===== src/rtl/uart_tb_pkg.sv =====
// Shared definitions for the UART checker slice: sequencer state encoding
// and default widths.
package uart_tb_pkg;

    localparam int unsigned C_DATA_WIDTH      = 8;
    localparam int unsigned C_FIFO_ADDR_WIDTH = 4;
    localparam int unsigned C_GAP_WIDTH       = 16;
    localparam int unsigned C_TIMEOUT_WIDTH   = 24;
    localparam int unsigned C_COUNT_WIDTH     = 16;

    typedef enum logic [1:0] {
        S_IDLE      = 2'd0,
        S_START     = 2'd1,
        S_WAIT_DONE = 2'd2,
        S_GAP       = 2'd3
    } t_uart_seq_state;

endpackage


===== src/rtl/tb_sync_fifo.sv =====
// Synchronous FIFO with flush; pointers carry one extra bit so level and
// full fall out of a plain subtraction.
module tb_sync_fifo #(
    parameter int unsigned G_WIDTH      = 8,
    parameter int unsigned G_ADDR_WIDTH = 4
) (
    input  logic                  clk,
    input  logic                  rst,
    input  logic                  i_push,
    input  logic [G_WIDTH-1:0]    i_push_data,
    input  logic                  i_pop,
    input  logic                  i_flush,
    output logic [G_WIDTH-1:0]    o_pop_data,
    output logic [G_ADDR_WIDTH:0] o_level,
    output logic                  o_full,
    output logic                  o_empty
);

    localparam int unsigned C_DEPTH = 1 << G_ADDR_WIDTH;
    localparam logic [G_ADDR_WIDTH:0] C_DEPTH_LVL = {1'b1, {G_ADDR_WIDTH{1'b0}}};

    logic [G_WIDTH-1:0]    r_mem [0:C_DEPTH-1];
    logic [G_ADDR_WIDTH:0] r_wptr;
    logic [G_ADDR_WIDTH:0] r_rptr;
    logic [G_ADDR_WIDTH:0] w_level;
    logic                  w_do_push;
    logic                  w_do_pop;

    assign w_level   = r_wptr - r_rptr;
    assign o_level   = w_level;
    assign o_full    = (w_level == C_DEPTH_LVL);
    assign o_empty   = (w_level == '0);
    // Flush dominates both ports; a full FIFO drops writes even when popping.
    assign w_do_push = i_push & ~o_full & ~i_flush;
    assign w_do_pop  = i_pop & ~o_empty & ~i_flush;
    assign o_pop_data = r_mem[r_rptr[G_ADDR_WIDTH-1:0]];

    always_ff @(posedge clk) begin
        if (rst || i_flush) begin
            r_wptr <= '0;
            r_rptr <= '0;
        end else begin
            if (w_do_push) r_wptr <= r_wptr + 1'b1;
            if (w_do_pop)  r_rptr <= r_rptr + 1'b1;
        end
    end

    always_ff @(posedge clk) begin
        if (w_do_push) r_mem[r_wptr[G_ADDR_WIDTH-1:0]] <= i_push_data;
    end

endmodule


===== src/rtl/uart_tx_sequencer.sv =====
// Feeds queued bytes to tx_uart one frame at a time with a programmable
// inter-frame gap, a completion timeout, and sticky status.
module uart_tx_sequencer
    import uart_tb_pkg::*;
#(
    parameter int unsigned G_DATA_WIDTH      = C_DATA_WIDTH,
    parameter int unsigned G_FIFO_ADDR_WIDTH = C_FIFO_ADDR_WIDTH,
    parameter int unsigned G_GAP_WIDTH       = C_GAP_WIDTH,
    parameter int unsigned G_TIMEOUT_WIDTH   = C_TIMEOUT_WIDTH
) (
    input  logic                         clk,
    input  logic                         rst,
    input  logic                         i_wr_en,
    input  logic [G_DATA_WIDTH-1:0]      i_wr_data,
    input  logic                         i_flush,
    input  logic                         i_enable,
    input  logic [G_GAP_WIDTH-1:0]       i_gap_cycles,
    input  logic [G_TIMEOUT_WIDTH-1:0]   i_timeout_cycles,
    input  logic                         i_clr_status,
    output logic                         o_full,
    output logic                         o_empty,
    output logic [G_FIFO_ADDR_WIDTH:0]   o_level,
    output logic                         o_start_tx,
    output logic [G_DATA_WIDTH-1:0]      o_tx_data,
    input  logic                         i_tx_done,
    output logic                         o_busy,
    output logic [C_COUNT_WIDTH-1:0]     o_tx_count,
    output logic                         o_overflow,
    output logic                         o_timeout
);

    t_uart_seq_state              r_state;
    logic                         r_done_d;
    logic                         r_start_tx;
    logic [G_DATA_WIDTH-1:0]      r_tx_data;
    logic [G_GAP_WIDTH-1:0]       r_gap_cnt;
    logic [G_TIMEOUT_WIDTH-1:0]   r_to_cnt;
    logic [C_COUNT_WIDTH-1:0]     r_tx_count;
    logic                         r_overflow;
    logic                         r_timeout;

    logic [G_DATA_WIDTH-1:0]      w_fifo_data;
    logic                         w_launch;
    logic                         w_done_rise;
    logic [G_TIMEOUT_WIDTH-1:0]   w_to_next;
    logic                         w_to_hit;
    logic                         w_count_inc;
    logic                         w_ovf;

    tb_sync_fifo #(
        .G_WIDTH      (G_DATA_WIDTH),
        .G_ADDR_WIDTH (G_FIFO_ADDR_WIDTH)
    ) u_fifo (
        .clk         (clk),
        .rst         (rst),
        .i_push      (i_wr_en),
        .i_push_data (i_wr_data),
        .i_pop       (w_launch),
        .i_flush     (i_flush),
        .o_pop_data  (w_fifo_data),
        .o_level     (o_level),
        .o_full      (o_full),
        .o_empty     (o_empty)
    );

    assign w_launch    = (r_state == S_IDLE) & i_enable & ~o_empty & ~i_flush;
    assign w_done_rise = i_tx_done & ~r_done_d;
    assign w_count_inc = (r_state == S_WAIT_DONE) & w_done_rise;
    // Compare against count+1 so the flag lands exactly i_timeout_cycles after entry.
    assign w_to_next   = r_to_cnt + G_TIMEOUT_WIDTH'(1);
    assign w_to_hit    = (r_state == S_WAIT_DONE) & ~w_done_rise
                       & (i_timeout_cycles != '0) & (w_to_next == i_timeout_cycles);
    assign w_ovf       = i_wr_en & o_full & ~i_flush;

    always_ff @(posedge clk) begin
        if (rst) begin
            r_state    <= S_IDLE;
            r_done_d   <= 1'b0;
            r_start_tx <= 1'b0;
            r_tx_data  <= '0;
            r_gap_cnt  <= '0;
            r_to_cnt   <= '0;
            r_tx_count <= '0;
            r_overflow <= 1'b0;
            r_timeout  <= 1'b0;
        end else begin
            r_done_d   <= i_tx_done;
            r_start_tx <= 1'b0;
            case (r_state)
                S_IDLE: begin
                    if (w_launch) begin
                        r_tx_data  <= w_fifo_data;
                        r_start_tx <= 1'b1;
                        r_state    <= S_START;
                    end
                end
                S_START: begin
                    r_to_cnt <= '0;
                    r_state  <= S_WAIT_DONE;
                end
                S_WAIT_DONE: begin
                    if (w_done_rise) begin
                        if (i_gap_cycles == '0) begin
                            r_state <= S_IDLE;
                        end else begin
                            r_gap_cnt <= i_gap_cycles;
                            r_state   <= S_GAP;
                        end
                    end else if (w_to_hit) begin
                        r_state <= S_IDLE;
                    end else begin
                        r_to_cnt <= w_to_next;
                    end
                end
                S_GAP: begin
                    if (r_gap_cnt <= G_GAP_WIDTH'(1)) r_state <= S_IDLE;
                    else r_gap_cnt <= r_gap_cnt - G_GAP_WIDTH'(1);
                end
                default: r_state <= S_IDLE;
            endcase

            if (i_clr_status) begin
                r_tx_count <= '0;
                r_overflow <= 1'b0;
                r_timeout  <= 1'b0;
            end else begin
                if (w_count_inc) r_tx_count <= r_tx_count + 16'd1;
                if (w_ovf)       r_overflow <= 1'b1;
                if (w_to_hit)    r_timeout  <= 1'b1;
            end
        end
    end

    assign o_start_tx = r_start_tx;
    assign o_tx_data  = r_tx_data;
    assign o_busy     = (r_state != S_IDLE);
    assign o_tx_count = r_tx_count;
    assign o_overflow = r_overflow;
    assign o_timeout  = r_timeout;

endmodule


===== config.mk =====
export PLATFORM = sky130hd
export DESIGN_NAME = uart_tx_sequencer
export DESIGN_NICKNAME = d
export VERILOG_FILES = /design/src/rtl/uart_tb_pkg.sv /design/src/rtl/tb_sync_fifo.sv /design/src/rtl/uart_tx_sequencer.sv
export SDC_FILE = /design/constraint.sdc
export NUM_CORES = 1
export LEC_CHECK = 0
export ABC_AREA = 1
export BUFFER_PORTS_ARGS = -buffer_cell sky130_fd_sc_hd__buf_2
export CAP_MARGIN = 20
export CORE_MARGIN = 2
export CORE_UTILIZATION = 30
export DETAILED_ROUTE_END_ITERATION = 16
export SETUP_SLACK_MARGIN = 0.4
export SLEW_MARGIN = 40
export SYNTH_ARGS = -nofsm -noshare
export SYNTH_HDL_FRONTEND = slang
export SYNTH_SLANG_ARGS = --single-unit
export TNS_END_PERCENT = 1

===== constraint.sdc =====
create_clock -name clk -period 4.7 [get_ports clk]
set_clock_uncertainty 0.1 [all_clocks]
set_input_delay 0.47 -clock clk [delete_from_list [all_inputs] [get_ports clk]]
set_output_delay 0.47 -clock clk [all_outputs]
set_load 0.005 [all_outputs]

==> run summary <==
Most common cell after layout, fill and taps aside: nand2_1
Synth Area in Compound Gates: 0.1306
Power Dens Cells: 399.2 nW/µm²
Final period util: 0.7648
Worst R2R Path Depth: 11
Biggest area consumer among synthesized cells: edfxtp_1
Clock transition at path regs: 60 ps
Initial Util: 0.3038
Synthesized area: 10140 µm²
Reg2reg start: u_fifo.r_rptr[2]
Via count: 8562
Die height: 187.8 µm
Port Buf Inserts: 89
H-tree Lvls: 1
CTS root buf: clkbuf_16
Yosys top cell area share: 0.3792
Post-route ant nets: 0
Worst skew pair latency: 520 ps
Aggregate routed wire length: 28050 µm
Fmax: 0.2782 GHz
Maximum clock path buffer count: 3
Largest net degree at the start of global routing: 68
CP Cell Sequence: clkinv_1 -> ha_1 -> a21oi_1 -> nand2_1 -> xor2_1 -> nor2_1 -> nand3_1 -> nand2_1 -> inv_1 -> nand2_1 -> nor2_1
# resized after CTS: 0
Relative slew slack: 0.4659
Final Critical Period: 3594 ps
Routed len/inst: 16.15 µm
FILL cells: 3473
Gpl congestion: 0.8632
Seq/Total Area, Yosys: 0.5372
Multiplexer share of the synthesized area: 0
Critical path class: reg2reg
Syn Nets: 1262
Vias in the first global route: 8099
Synth Area in Simple Gates: 0.2409
Final setup viols: 0
Ys Warns: 0
Async S/R FF share, synth: 0
Layout Area Growth over Synthesis: 16.59%
IO Pins: 90
Startpoint types: flop
Pleak: 4.388 nW
CTS tree: yes
Source of the critical timing path: u_fifo.r_rptr[2]
Most frequent cells in the layout: nand2_1, nor2_1, edfxtp_1
Number of diodes: 0
Post-route DRC: 0
CP Data Arrival Time: 3620 ps
Max cap viols: 0
CP most frequent cell: nand2_1
Die width: 187.8 µm
Critical path's largest stage delay: 640 ps
Cell variety after synth: 42
Post-CTS Setup Bufs: 0
Hold buffers post-CTS: 0
CP Data Required Time: 4730 ps
Synth Register Bits: 208
Die area: 35280 µm²
Post-DP HPWL: 19260 µm
Row Count: 67
Initial drt markers: 895
CP Max Fanout: 14
GR Overflow Total: 0
EDFF count, synth: 128
XOR/XNOR Fraction of Synth Area: 0.01518
Hold WC Path Type: in2reg
RSZ-0062 raised after global routing: no
First-pass GRT wire length: 43930 µm
Largest family of logic cells by synthesized area: simple AND/OR/NAND/NOR gates
Vias per inst: 4.929
CP Capture Type: flop
Core area: 33360 µm²
Status: finished clean
Leading post-synthesis cells by cell area: edfxtp_1, dfxtp_1, nand2_1
Total negative setup slack: 0 ps
Layout cells sized above 1: 0.1234
Slowest CP cell: nor2_1
Syn Area/Cell: 8.497 µm²
CTS sink count: 208
Reg2reg end: u_fifo.r_mem[3][7]
Nets: 1341
Final Max Slew Viols: 0
First-pass detailed-route iteration total: 7
Hold worst-path end: r_done_d
Slew @ Worst Pin: 798.1 ps
Hold Fails Final Rpt: 0
Hold Crit Depth: 3
Maximum VDD drop: 274.4 µV
Post-Syn Instances: 1193
Ys flop type: edfxtp_1
Post-Synth Adder-Cell Area: 0.01802
Total power: 4.718 mW
GRT Total Usage: 0.1559
Worst R2R Setup Slack: 1110 ps
Antenna violations before repair: 0
Min-delay src: i_tx_done
Num CTS Buffers: 23
## worst max-delay path: cells and delay by family (launching register included)
family                   cells  cell delay, ps
AND/OR/NAND/NOR              6            1180
buffers and inverters        2             530
XOR/XNOR                     1             180
AO/OA/AOI/OAI                1             160
adder cells (fa/ha/maj)      1             450
flip-flops                   1             610
## layer usage
layer,wire length (µm),track usage,share of wire,vias up
li1,-,-,-,4231
met4,619,0.03755,0.022,0
met1,13250,0.2237,0.47,3979
met2,12230,0.2442,0.44,301
met5,0,0,0,-
met3,1952,0.02676,0.070,51
## registers in the layout, indices dropped and copies added (netlist names)
| signal | count |
|---|---|
| o_overflow | 1 |
| o_start_tx | 1 |
| o_timeout | 1 |
| o_tx_count | 16 |
| o_tx_data | 8 |
| r_done_d | 1 |
| r_gap_cnt | 16 |
| r_state | 2 |
| r_to_cnt | 24 |
| u_fifo.r_mem | 128 |
| u_fifo.r_rptr | 5 |
| u_fifo.r_wptr | 5 |
## synthesized netlist by cell type, types with 5 or more instances
cell        n
a21oi_1    63
a41oi_1     8
nor4_1      6
nor2_4      6
ha_1       13
dfxtp_1    80
nand3b_1   10
edfxtp_1  128
nor3_1     12
nand3_1    91
clkbuf_1   36
o21ai_0   109
xnor2_1     5
xor2_1     10
nor2_2      5
o221ai_1   16
o22ai_1    17
inv_1     104
nand2_2     6
nor2_1    189
nand2_1   233
nand4_1     8
## layout make-up
| class | count | area [µm²] | share of cell area |
|---|---|---|---|
| Clock inverter | 11 | 116.4 | 0.009846 |
| Sequential cell | 208 | 5446 | 0.4608 |
| Clock buffer | 31 | 678.2 | 0.05738 |
| Inverter | 107 | 401.6 | 0.03398 |
| Multi-Input combinational cell | 834 | 4103 | 0.3471 |
| Tap cell | 448 | 560.5 | 0.04743 |
| Timing Repair Buffer | 98 | 513.0 | 0.04340 |
## kinds of logic after synthesis
logic type / count (synthesis)
AND/OR/NAND/NOR: 571
flip-flops: 208
buffers and inverters: 151
AO/OA/AOI/OAI: 233
XOR/XNOR: 16
adder cells (fa/ha/maj): 14
## metrics by stage
step | setup WS (ps) | std cells | hold slack (ps) | cell area, µm² | utilization
after floorplan | 1647 | 1193 | 346.6 | 10140 | -
after global placement | 1226 | 1695 | 368.4 | 11020 | 0.3304
after detailed placement | 1152 | 1695 | 368.9 | 11020 | 0.3304
after CTS | 1121 | 1737 | 68.11 | 11820 | 0.3542
after global routing | 776.9 | 1737 | 101.6 | 11820 | 0.3542
final | 1106 | 1737 | 78.89 | 11820 | 0.3542
## report_power, final
group / switching [mW] / internal (mW)
clock: 0.737 / 1.13
sequential: 0.0482 / 1.99
combinational: 0.582 / 0.235
total: 1.37 / 3.35
## worst max path at each step
stage	to	slack, ps
global placement	u_fifo.r_mem[3][5]	1230
global route	u_fifo.r_mem[3][7]	780
finish	u_fifo.r_mem[3][7]	1110
CTS	u_fifo.r_mem[3][7]	1120
detailed placement	u_fifo.r_mem[3][2]	1150
floorplan	u_fifo.r_mem[7][0]	1650
Power figures use the tool's default switching activity.
